## src/rtl/if_stage.sv

```systemverilog
// ---------------------------------------------------------------------------
// if_stage
//
// Instruction-fetch stage and IF/ID pipeline register. Owns the PC, issues
// fetches over a ready-handshaked instruction-memory port, and presents the
// fetched instruction to the decode stage through the IFID_* registers.
//
// A hazard-unit stall freezes IF/ID. A fetch that completes during a stall
// is parked in a one-entry skid buffer. A taken branch or jump resolved in
// ID redirects the PC and flushes IF/ID. If that redirect arrives while a
// fetch is still waiting on memory, the stale reply is dropped when it
// returns.
//
// Ports:
//   clk             system clock, rising edge
//   rst             asynchronous active-high reset
//   stall           hazard-unit stall, holds IF/ID
//   redirect        taken branch/jump from ID
//   redirect_target new PC, valid with redirect
//   imem_req        fetch request
//   imem_addr       fetch address, always equal to pc
//   imem_ready      memory accepts the request and returns data this cycle
//   imem_rdata      instruction word, valid when imem_req && imem_ready
//   pc              current fetch PC
//   IFID_instr      instruction to ID, 0 (NOP) when not valid
//   IFID_pc_plus4   PC of the IF/ID instruction plus PC_STEP
//   IFID_valid      IF/ID holds a real instruction
// ---------------------------------------------------------------------------
module if_stage #(
  parameter logic [31:0] RESET_PC = 32'h0000_0000,
  parameter int unsigned PC_STEP  = 4
) (
  input  logic        clk,
  input  logic        rst,
  input  logic        stall,
  input  logic        redirect,
  input  logic [31:0] redirect_target,
  output logic        imem_req,
  output logic [31:0] imem_addr,
  input  logic        imem_ready,
  input  logic [31:0] imem_rdata,
  output logic [31:0] pc,
  output logic [31:0] IFID_instr,
  output logic [31:0] IFID_pc_plus4,
  output logic        IFID_valid
);

  localparam logic [31:0] STEP = 32'(PC_STEP);

  logic        skid_valid;
  logic [31:0] skid_instr;
  logic [31:0] skid_pc4;
  logic        discard;
  logic [31:0] pend_target;
  logic        fire;
  logic [31:0] pc_next;

  // A full skid buffer means there is nowhere to put another reply, so the
  // request is withdrawn until the buffer drains. This also keeps a long
  // stall from generating further traffic.
  assign imem_req  = !rst && !skid_valid;
  assign fire      = imem_req && imem_ready;
  assign imem_addr = pc;
  // 32-bit modulo arithmetic, so the top of the address space wraps to 0.
  assign pc_next   = pc + STEP;

  // PC, IF/ID, skid buffer and pending-redirect state. The branches below
  // are evaluated in priority order: a redirect beats everything (including
  // stall), a reply belonging to a cancelled fetch is dropped next, then a
  // parked skid entry drains ahead of any new fetch. The PC only moves on a
  // completed handshake or a redirect, which keeps imem_addr stable while a
  // request is waiting on memory.
  always_ff @(posedge clk or posedge rst) begin
    if (rst) begin
      pc            <= RESET_PC;
      IFID_instr    <= 32'h0;
      IFID_pc_plus4 <= 32'h0;
      IFID_valid    <= 1'b0;
      skid_valid    <= 1'b0;
      skid_instr    <= 32'h0;
      skid_pc4      <= 32'h0;
      discard       <= 1'b0;
      pend_target   <= 32'h0;
    end else if (redirect) begin
      IFID_valid <= 1'b0;
      IFID_instr <= 32'h0;
      skid_valid <= 1'b0;
      if (fire || skid_valid) begin
        // Nothing left in flight, so the new PC can take effect now.
        pc      <= redirect_target;
        discard <= 1'b0;
      end else begin
        // A request is still waiting; the address must stay put until it
        // completes, so remember the target and drop the reply later.
        // A later redirect in this window simply overwrites the target.
        discard     <= 1'b1;
        pend_target <= redirect_target;
      end
    end else if (fire && discard) begin
      pc      <= pend_target;
      discard <= 1'b0;
      if (!stall) begin
        IFID_valid <= 1'b0;
        IFID_instr <= 32'h0;
      end
    end else if (skid_valid && !stall) begin
      IFID_instr    <= skid_instr;
      IFID_pc_plus4 <= skid_pc4;
      IFID_valid    <= 1'b1;
      skid_valid    <= 1'b0;
    end else if (fire && !stall) begin
      IFID_instr    <= imem_rdata;
      IFID_pc_plus4 <= pc_next;
      IFID_valid    <= 1'b1;
      pc            <= pc_next;
    end else if (fire) begin
      skid_instr <= imem_rdata;
      skid_pc4   <= pc_next;
      skid_valid <= 1'b1;
      pc         <= pc_next;
    end else if (!stall) begin
      IFID_valid <= 1'b0;
      IFID_instr <= 32'h0;
    end
  end

endmodule

```

## config.mk

```make
export PLATFORM = sky130hd
export DESIGN_NAME = if_stage
export DESIGN_NICKNAME = d
export VERILOG_FILES = /design/src/rtl/if_stage.sv
export SDC_FILE = /design/constraint.sdc
export NUM_CORES = 1
export LEC_CHECK = 0
export ABC_AREA = 1
export CORE_UTILIZATION = 30
export DETAILED_ROUTE_END_ITERATION = 8
export MAX_ROUTING_LAYER = met4
export REMOVE_ABC_BUFFERS = 1
export SETUP_SLACK_MARGIN = 0.1
export SYNTH_ARGS = -nofsm -noshare
export SYNTH_HDL_FRONTEND = slang
export SYNTH_SLANG_ARGS = --single-unit
```

## constraint.sdc

```tcl
create_clock -name clk -period 6.78 [get_ports clk]
set_input_delay 0.678 -clock clk [delete_from_list [all_inputs] [get_ports clk]]
set_output_delay 0.678 -clock clk [all_outputs]
set_load 0.1 [all_outputs]
```

==> metrics.md <==
| Metric | Value |
|---|---|
| Die Span X | 184 microns |
| Post-synthesis xor/xnor area fraction | 0.0133 |
| Number of ports placed on the die boundary | 199 |
| Wirelength, routed | 29.0 mm |
| Data arrival time of the worst path | 3.91 ns |
| Area added between synthesis and finish | 26.1% |
| M1 wire length | 13.5 mm |
| Buffer depth of the longest clock path | 2 |
| RSZ-0062 raised after global routing | no |
| Part of the power in combinational logic | 0.466 |
| Area of the die | 0.0337 sq mm |
| Peak fanout along the critical path | 47 |
| Actual slew at the worst max-slew pin | 1.14 ns |
| Number of input and output port buffers inserted | 198 |
| Distinct cell type count after synthesis | 31 |
| Post-synthesis sequential area ratio | 0.493 |
| Num rows | 66 |
| Global-route wire length before repair | 46.3 mm |
| H-tree lvl count | 4 |
| Via count of the first global-routing pass | 8203 |
| Hold Fails Final Rpt | 0 |
| DRC viols | 0 |
| Final worst slack | 3.25 ns |
| Sink Count | 195 |
| Number of failing setup endpoints in the final timing report | 0 |
| Number of vias per cell | 4.69 |
| Worst VDD drop | 240 uV |
| Switching component of the power | 2.51 mW |
| Clock insertion delay at the later pin of the skew report | 0.44 ns |
| Shortest clock period the worst path allows after layout | 3.53 ns |
| Kind of start point of the critical path | input port |
| Worst-case setup slack after placement | 2.81 ns |
| CTS clock-pin slew for the worst setup and hold paths | 0.07 ns |
| Max-Slew Margin vs Limit | 0.241 |
| Router iterations before antenna repair | 6 |
| Proportion of netlist area held by the largest area contributor | 0.493 |
| Final period utilization | 0.521 |
| Required @ worst endpoint | 7.16 ns |
| Share of final-layout standard cells stronger than drive strength 1 | 0.0441 |
| Hold Crit Class | flop to flop |
| Slowest-stage cell, CP | nand2_2 |
| Clock power frac | 0.200 |
| Total routing resource utilization after global routing | 0.182 |
| Area of the mapped netlist | 0.00990 sq mm |
| Int Pwr | 2.47 mW |
| Number of buffer and inverter instances along the worst setup path | 3 |
| DIE HEIGHT | 184 microns |
| Cell accounting for the most synthesized area | dfrtp_1 |
| Pin count of the biggest net entering global routing | 137 |
| Power density cells | 399 mW/mm^2 |
| Final Slew Violations | 0 |
| Maximum operating frequency | 283 MHz |
| Post-synthesis average cell area | 7.64 sq um |
| Filler cell count | 3342 |
| Kind of end point of the critical path | flop |
| Post-Synthesis Cells | 1296 |
| Clk root buf | clkbuf_16 |
| Vias | 8774 |
| Initial antenna violation count | 2 |
| Sequential power share | 0.333 |
| Average detailed-routed wire length per instance | 15.5 microns |
| Delay of the slowest cell on the worst path | 0.72 ns |
| Gate family responsible for the most delay along the worst path | simple AND/OR/NAND/NOR gates |
| Most numerous cell types in the synthesized netlist | nand2_1, dfrtp_1, nor2_1 |
| Number of flops mapped to enable cells by yosys | 0 |
| DR top layer | met4 |
| Number of antenna-violating nets in the routed design | 0 |
| Adder-cell share of the synthesized area | 0.00126 |
| Result of the run | completed |
| Main combinational cell family by area after synthesis | simple AND/OR/NAND/NOR gates |
| Max-cap violation count | 0 |
| Post-CTS repair timing setup buffer count | 0 |
| Share of synthesized area spent on multiplexers | 0 |
| Number of synthesized register bits | 195 |
| DRT iter0 DRCs | 754 |
| Standard cell core area | 0.0325 sq mm |
| Critical path cell sequence | clkdlybuf4s50_1, nor2_2, nand2_4, inv_6, nand2_4, nand2_4, inv_2, nand2_2, a21oi_1, o21ai_0, nand2_1 |
| Leak | 5.68 nW |
| Post-synthesis simple-gate area fraction | 0.269 |
| Routability-driven placement congestion ratio | 0.845 |
| Number of buffers inserted during clock tree synthesis | 17 |
| Number of warnings reported in the yosys synthesis log | 0 |
| Initial Utilization | 0.304 |
| Clock Skew | 0.0123 ns |
| Main synth FF type | dfrtp_1 |
| Cells taking the most area after synthesis | dfrtp_1, nand2_1, o21ai_0, nor2_1, inv_1 |
| Post_cts resized | 0 |
| Final setup TNS | 0 ns |
| FFs w/ async S/R, synth | 1.00 |
| Crit path top cell by count | nand2_4 |
| Type of the worst setup path | input port to flop |
| Overflow left after global routing | 0 |
| Routed wire length on met2 | 13.7 mm |
| Hold bufs inserted after CTS | 0 |
| Placed wire-length estimate | 19.4 mm |
| Switching part of the total | 0.504 |
| TritonCTS clock tree | done |
| Fraction of the mapped netlist area in compound gates | 0.128 |
| Detail Route met3 WL | 1.06 mm |
| Most common cell in the netlist | nand2_1 |
| Number of nets at the end of the flow | 1484 |
[tightest hold or removal path: stages, from the launching register on]
cell and delay, ns:
dfrtp_1 0.34, nand2_1 0.05, nand2_1 0.05
[cell usage in the layout, fill, tap and decap left out, types with 17 or more instances in the layout]
| cell | n |
|---|---|
| nand2_1 | 454 |
| clkdlybuf4s50_1 | 197 |
| dfrtp_1 | 195 |
| nor2_1 | 140 |
| o21ai_0 | 117 |
| inv_1 | 88 |
| a21oi_1 | 45 |
| nand3_1 | 44 |
| o2111ai_1 | 27 |
| clkbuf_16 | 17 |
[worst paths after layout]
| kind | from | cells past startpoint | endpoint | slack [ns] |
|---|---|---|---|---|
| hold reg to reg | skid_pc4[0] | 2 | skid_pc4[0] | 0.47 |
| setup reg to reg | skid_valid | 10 | IFID_pc_plus4[25] | 3.52 |
| min in group asynchronous | rst | 2 | IFID_instr[15] | 0.84 |
| hold / removal | skid_pc4[0] | 2 | skid_pc4[0] | 0.47 |
| setup / recovery | rst | 11 | IFID_pc_plus4[25] | 3.25 |
| max in group asynchronous | rst | 3 | imem_addr[19] | 4.50 |
[routing by layer]
| metal | track usage | vias up |
|---|---|---|
| met2 | 0.278 | 222 |
| met3 | 0.0228 | 42 |
| met1 | 0.249 | 4186 |
| li1 | - | 4324 |
| met5 | - | - |
| met4 | 0.0613 | 0 |
[state kept, by name, indices dropped and copies added (netlist names)]
signal and flops:
skid_instr 32, pend_target 32, IFID_valid 1, IFID_pc_plus4 32
imem_addr 32, IFID_instr 32, discard 1, skid_pc4 32
skid_valid 1
[cell type report]
class | instances | area (sq um) | area share
diodes | 1 | 2.50 | 0.000201
inverters | 96 | 373 | 0.0299
multi-input cells | 900 | 4070 | 0.326
clock inverters | 12 | 120 | 0.00963
repair buffers | 204 | 2020 | 0.162
well taps | 442 | 553 | 0.0443
flip-flops and latches | 195 | 4880 | 0.391
clock buffers | 20 | 457 | 0.0366
[power groups by stage]
stage | clock [mW] | sequential [mW] | combinational, mW
after floorplan | 0 | 2.89 | 0.480
after global placement | 0 | 1.68 | 2.31
after detailed placement | 0 | 1.68 | 2.33
after CTS | 1.03 | 1.66 | 2.33
after global routing | 1.07 | 1.70 | 2.45
final | 0.998 | 1.66 | 2.32
[metrics by stage]
stage | utilization | area, sq um | power, mW | instances | hold slack, ns
final | 0.383 | 12500 | 4.98 | 1870 | 0.470
after global routing | 0.383 | 12500 | 5.22 | 1870 | 0.489
after CTS | 0.383 | 12500 | 5.02 | 1869 | 0.472
after detailed placement | 0.366 | 11900 | 4.01 | 1837 | 0.453
after global placement | 0.366 | 11900 | 3.99 | 1837 | 0.448
after floorplan | - | 9310 | 3.37 | 1191 | 0.436
[cell families after synthesis]
logic type	Yosys count
XOR/XNOR	15
AO/OA/AOI/OAI	219
adder cells (fa/ha/maj)	1
buffers and inverters	201
AND/OR/NAND/NOR	665
flip-flops	195
Note: power is estimated with default switching activity, not from simulation.
